--- src/rtl/add_and_cmp_unit.sv ---
// Single-cycle ADD / AND / CMP unit that registers its result and NZCV flags.
// Optional build macro ADD_SATURATE_EN makes ADD saturate on signed overflow.
module add_and_cmp_unit #(
    parameter int WIDTH = 32
) (
    input  logic             clk,
    input  logic             rst,
    input  logic             in_valid,
    input  logic [1:0]       op,
    input  logic [WIDTH-1:0] reg1,
    input  logic [WIDTH-1:0] reg2,
    input  logic             s,
    input  logic [3:0]       flag,
    output logic [WIDTH-1:0] result,
    output logic [3:0]       new_flag,
    output logic             out_valid
);

    localparam logic [1:0] OP_ADD = 2'b00;
    localparam logic [1:0] OP_AND = 2'b01;
    localparam logic [1:0] OP_CMP = 2'b10;

    localparam logic [WIDTH-1:0] SAT_MAX = {1'b0, {(WIDTH-1){1'b1}}};
    localparam logic [WIDTH-1:0] SAT_MIN = {1'b1, {(WIDTH-1){1'b0}}};

    logic [WIDTH:0]   sum_ext;
    logic [WIDTH:0]   diff_ext;
    logic [WIDTH-1:0] sum;
    logic [WIDTH-1:0] diff;
    logic [WIDTH-1:0] add_res;
    logic [WIDTH-1:0] and_res;
    logic             add_v;
    logic             cmp_v;
    logic [WIDTH-1:0] res_next;
    logic [3:0]       flag_next;

    // Subtraction is reg1 + ~reg2 + 1 so its carry-out means "no borrow".
    assign sum_ext  = {1'b0, reg1} + {1'b0, reg2};
    assign diff_ext = {1'b0, reg1} + {1'b0, ~reg2} + {{WIDTH{1'b0}}, 1'b1};
    assign sum      = sum_ext[WIDTH-1:0];
    assign diff     = diff_ext[WIDTH-1:0];
    assign and_res  = reg1 & reg2;

    assign add_v = (reg1[WIDTH-1] == reg2[WIDTH-1]) && (sum[WIDTH-1] != reg1[WIDTH-1]);
    assign cmp_v = (reg1[WIDTH-1] != reg2[WIDTH-1]) && (diff[WIDTH-1] != reg1[WIDTH-1]);

`ifdef ADD_SATURATE_EN
    assign add_res = add_v ? (reg1[WIDTH-1] ? SAT_MIN : SAT_MAX) : sum;
`else
    assign add_res = sum;
`endif

    always_comb begin
        res_next  = result;
        flag_next = flag;
        case (op)
            OP_ADD: begin
                res_next = add_res;
                if (s)
                    flag_next = {add_res[WIDTH-1], add_res == '0, sum_ext[WIDTH], add_v};
            end
            OP_AND: begin
                res_next = and_res;
                if (s)
                    flag_next = {and_res[WIDTH-1], and_res == '0, flag[1:0]};
            end
            OP_CMP: begin
                flag_next = {diff[WIDTH-1], diff == '0, diff_ext[WIDTH], cmp_v};
            end
            default: begin
                res_next  = result;
                flag_next = flag;
            end
        endcase
    end

    always_ff @(posedge clk) begin
        if (rst) begin
            result    <= '0;
            new_flag  <= 4'b0000;
            out_valid <= 1'b0;
        end else begin
            out_valid <= in_valid;
            if (in_valid) begin
                result   <= res_next;
                new_flag <= flag_next;
            end
        end
    end

endmodule

--- config.mk ---
export PLATFORM = sky130hd
export DESIGN_NAME = add_and_cmp_unit
export DESIGN_NICKNAME = d
export VERILOG_FILES = /design/src/rtl/add_and_cmp_unit.sv
export SDC_FILE = /design/constraint.sdc
export NUM_CORES = 1
export LEC_CHECK = 0
export CORE_AREA = 10 10 112 139
export CTS_CLUSTER_SIZE = 20
export DETAILED_ROUTE_END_ITERATION = 12
export DIE_AREA = 0 0 122 149
export GPL_TIMING_DRIVEN = 0
export PLACE_DENSITY = 0.73
export SKIP_LAST_GASP = 1
export SYNTH_ARGS = -nofsm -noshare
export SYNTH_HDL_FRONTEND = slang
export SYNTH_SLANG_ARGS = --single-unit
--- constraint.sdc ---
create_clock -name clk -period 6.4 [get_ports clk]
set_input_delay 1.28 -clock clk [delete_from_list [all_inputs] [get_ports clk]]
set_output_delay 1.28 -clock clk [all_outputs]
set_load 0.05 [all_outputs]
# Word-level counts from Yosys, hierarchy flattened
# Index checks and enable logic that the tools add are counted.
# classes
add_sub_neg,3
multipliers,0
div_mod_pow,0
order_cmp,0
eq_ne,6
n_shift,0
mux,4
bitwise,2
reduce_logical,8
# op_table
op,n
$logic_not A32 Y1,3
$add A32 B32 Y33,2
$pmux W32 S2,1
$add A33 B1 Y33 const B,1
$and A32 B32 Y32,1
$not A32 Y32,1
$pmux W4 S3,1
$mux W4,2
$ne A1 B1 Y1,3
$eq A2 B1 Y1 const B,1
$eq A2 B2 Y1 const B,1
$logic_and A1 B1 Y1,2
$logic_not A2 Y1,1
$reduce_and A2 Y1,1
$reduce_bool A2 Y1,1
$eq A1 B1 Y1,1
# word_totals
ff_bits,37
latchBits,0
ramBits,0
mem_bits_ro,0
inputBits,74
out_inout_bits,37
word_cells,26
mem_count,0

# Depth between registers and ports, before layout
# depth
word_depth,6
depth_mapped,14
depth_no_buf,13

# Worst setup path after synthesis
# Ideal clock, no wire load.
# synth_timing
kind,input -> register
startpoint,in reg2[6]
endpoint,reg new_flag[2]
setup_ps,60
arrival_ps,3854
required_time_ps,6340
slack_ps,2486
stages,12
n_path_buf,1
cell_sequence,inv_1 -> ha_1 -> buf_6 -> a21o_1 -> a211o_1 -> or3_1 -> or4b_1 -> nor4_2 -> o2111ai_1 -> nor4_1 -> a41oi_1 -> nand2_1
# synth_via
elab_chain_cells,5
word_cells_on_any_way,11
classes_between,add/sub: 3; mux: 3; bitwise: 2; reduce/logical: 3
# synth_lines
item,line,source
from (decl),11,"input logic [WIDTH-1:0] reg2,"
$not A32 Y32,39,"assign diff_ext = {1'b0, reg1} + {1'b0, ~reg2} + {{WIDTH{1'b0}}, 1'b1};"
$add A32 B32 Y33,39,
$add A33 B1 Y33,39,
$logic_not A32 Y1,68,"flag_next = {diff[WIDTH-1], diff == '0, diff_ext[WIDTH], cmp_v};"
$pmux W4 S3 (*),56,case (op)
to (signal assigned),86,new_flag <= flag_next;
to (decl),15,"output logic [3:0] new_flag,"
# Mark *: on every way between the ends. The rest lies on a longest branch, timed or not.
# A chain may end at the register's enable or synchronous reset.

# Worst setup path after layout
# layout_timing
startpoint,in reg2[15]
endpoint,reg new_flag[2]
# The elaborated chain is that of the path after synthesis.

==> results.sh <==
export IMPL_overflow=0
export IMPL_wirelength_um=23280
export IMPL_fin_tns_setup_ns=0
export IMPL_initial_core_util_pct=48.49
export IMPL_worst_setup_path_type="in2reg"
export IMPL_async_flop_share_pct=0
export IMPL_hold_viol=0
export IMPL_met3_length_um=1724
export IMPL_hold_end="result[4]"
export IMPL_postCtsSetupBuffers=0
export IMPL_synth_most_common_cell="nor2_1"
export IMPL_fmax_mhz=200.2
export IMPL_startpoint_type="input port"
export IMPL_std_cell_rows=47
export IMPL_nFillCells=1275
export IMPL_syn_nets=1052
export IMPL_yosysTopAreaCell="ha_1"
export IMPL_synth_ff_type="dfxtp_1"
export IMPL_cpMostUsedCell="clkbuf_1"
export IMPL_routabilityCongestion=0.9615
export IMPL_power_density_nw_per_um2=158.9
export IMPL_synth_distinct_cells=88
export IMPL_via_count=7584
export IMPL_core_um2=13000
export IMPL_clock_latency_ns=0.27
export IMPL_reg2reg_depth=9
export IMPL_root_buffer="clkbuf_16"
export IMPL_cts_tree="built"
export IMPL_top_level_ports=111
export IMPL_worstReg2RegEnd="new_flag[2]"
export IMPL_slowest_delay_ns=0.54
export IMPL_maxSlewHeadroom_pct=39.52
export IMPL_report_final_slew_viol_count=0
export IMPL_drv_cap=0
export IMPL_clkSinkCount=37
export IMPL_holdWs_ns=0.4474
export IMPL_synth_area_leaders="ha_1 (13%), dfxtp_1 (12%), a21oi_1 (6.9%)"
export IMPL_drtIter0Drc=607
export IMPL_fin_skew_ns=0
export IMPL_synth_commonest_cells="nor2_1 (89), a21oi_1 (87), inv_1 (68)"
export IMPL_crit_required_ns=6.61
export IMPL_worstPathArrival_ns=5.21
export IMPL_firstDrtPassIters=6
export IMPL_die_x_um=122
export IMPL_grt_pass1_vias=7258
export IMPL_die_height_um=149
export IMPL_htree_num_levels=2
export IMPL_ctsResizeCount=0
export IMPL_routed_top_layer="met4"
export IMPL_drive_above_1_share_pct=4.674
export IMPL_drc_errors=0
export IMPL_diodes=0
export IMPL_cp_max_fo=10
export IMPL_wl_met1_um=8684
export IMPL_rsz0062_at_grt="no"
export IMPL_ys_ff_latch=37
export IMPL_clockBufferDepth=2
export IMPL_outcome="finished, final reports clean"
export IMPL_hp_class="reg2reg"
export IMPL_grt_first_pass_wirelength_um=36800
export IMPL_worst_pin_slew_ns=0.8977
export IMPL_cts_buffers=5
export IMPL_final_nets=1166
export IMPL_yosys_warnings=0
export IMPL_slowest_stage="a211oi_1"
export IMPL_hold_depth=2
export IMPL_grt_max_degree=12
export IMPL_wire_per_inst_um=19.43
export IMPL_rrSetupSlack_ns=3.09
export IMPL_ys_seq_area_share_pct=11.75
export IMPL_area_growth_pct=23.13
export IMPL_synth_top_area_share_pct=12.71
export IMPL_end_kind="flop"
export IMPL_die_area_um2=18180
export IMPL_via_per_inst=6.331
export IMPL_holdBufCountCts=0
export IMPL_syn_area_um2=6302
export IMPL_postSynthAreaPerCell_um2=6.910
export IMPL_finalSetupViolCount=0
export IMPL_min_period_ns=4.994
export IMPL_dr_wl_met2_um=11900
export IMPL_synth_edff_count=0
export IMPL_antenna_found_initial=0
export IMPL_rr_startpoint="new_flag[2]"
export IMPL_track_usage_pct=24.60
export IMPL_dp_final_hpwl_um=19250
export IMPL_path_cells="clkdlybuf4s50_1 > inv_1 > ha_1 > clkbuf_1 > and3_1 > clkbuf_1 > nand4_1 > a211oi_1 > nor3_1 > nor2_1 > nor4b_1 > o21ai_0 > a21oi_1 > a41oi_1 > nand2_1"
export IMPL_clkSlewWorstSetupHoldPaths_ns=0.05
export IMPL_min_from="result[4]"
export IMPL_final_antenna_net_count=0
export IMPL_io_buffers=107
export IMPL_period_share_pct=78.04
export IMPL_p_leak_nw=3.031
export IMPL_vdd_drop_max_uv=146.1
export IMPL_syn_inst=912
flip-flops by register name, indices dropped and copies added (netlist names):
name and count:
new_flag 4, out_valid 1, result 32
layer usage:
| layer | track usage (%) | vias to the layer above |
|---|---|---|
| met2 | 45.06 | 372 |
| met3 | 4.394 | 78 |
| met1 | 27.04 | 3513 |
| met5 | 0 | - |
| met4 | 9.797 | 0 |
| li1 | - | 3621 |
area by class of cell:
type                    instances  area [um2]  area share, %
multi-input cells             746        5040          64.95
inverters                      73       274.0          3.531
plain buffers                  56       247.7          3.193
repair buffers                107        1071          13.80
clock inverters                 1       30.03         0.3870
clock buffers                   7       142.6          1.838
well taps                     171       214.0          2.757
flip-flops and latches         37       740.7          9.545
logic make-up (layout without fill, tap and decap cells):
logic type | Yosys count | after routing | synth area share (%)
adders and majority gates | 66 | 66 | 13.34
xor gates and xnor gates | 26 | 26 | 3.613
muxes | 8 | 8 | 1.271
buffers and inverters | 129 | 244 | 8.278
DFF | 37 | 37 | 11.75
and+or+nand+nor | 332 | 332 | 26.58
AOI/OAI and AO/OA | 314 | 314 | 35.16
where the power goes:
part	internal [mW]	switching, mW
logic	0.264	0.435
registers	0.245	0.00741
clock network	0.194	0.0869
worst max-delay path, delay by kind of cell:
kind,cells,cell delay [ns]
and+or+nand+nor,6,1.24
buffers and inverters,4,1.23
AOI/OAI and AO/OA,4,1.19
adders and majority gates,1,0.26
placed cells by master, fill, tap and decap left out, types with 7 or more instances in the layout:
cell type / count
nor4_1: 20
nor2_1: 89
nor2b_1: 13
ha_1: 64
o21ai_0: 39
a211oi_1: 13
and3_1: 9
nand4_1: 15
xor2_1: 7
mux2i_1: 8
nor3_1: 38
a31oi_1: 12
inv_1: 68
o31ai_1: 13
nand2_1: 65
o21a_1: 16
clkbuf_1: 41
a21o_1: 12
nand3_1: 25
or4_1: 7
buf_2: 12
clkdlybuf4s50_1: 107
o2111ai_1: 7
xnor2_1: 19
a21oi_1: 87
or3_1: 11
o211ai_1: 21
nand2b_1: 13
dfxtp_1: 37
o21bai_1: 8
o221ai_1: 10
how the worst max path moves through the flow:
stage	slack (ns)	to	depth (start not counted)	startpoint
final	1.41	new_flag[2]	15	reg2[15]
after CTS	1.50	new_flag[2]	14	reg2[21]
after floorplan	2.49	new_flag[2]	12	reg2[6]
after global routing	1.20	new_flag[2]	15	reg2[15]
after detailed placement	1.24	new_flag[2]	13	reg2[1]
after global placement	1.19	new_flag[2]	13	reg2[1]
stage by stage:
stage	util, %	setup WS, ns	instances	instance area, um2	power (mW)
floorplan	-	2.486	912	6302	0.7283
global route	59.71	1.202	1198	7760	1.308
global placement	58.38	1.187	1190	7587	0.9387
finish	59.71	1.406	1198	7760	1.233
CTS	59.71	1.498	1198	7760	1.222
detailed placement	58.38	1.238	1190	7587	0.9408
No activity file was read; power rests on OpenSTA's default activity.
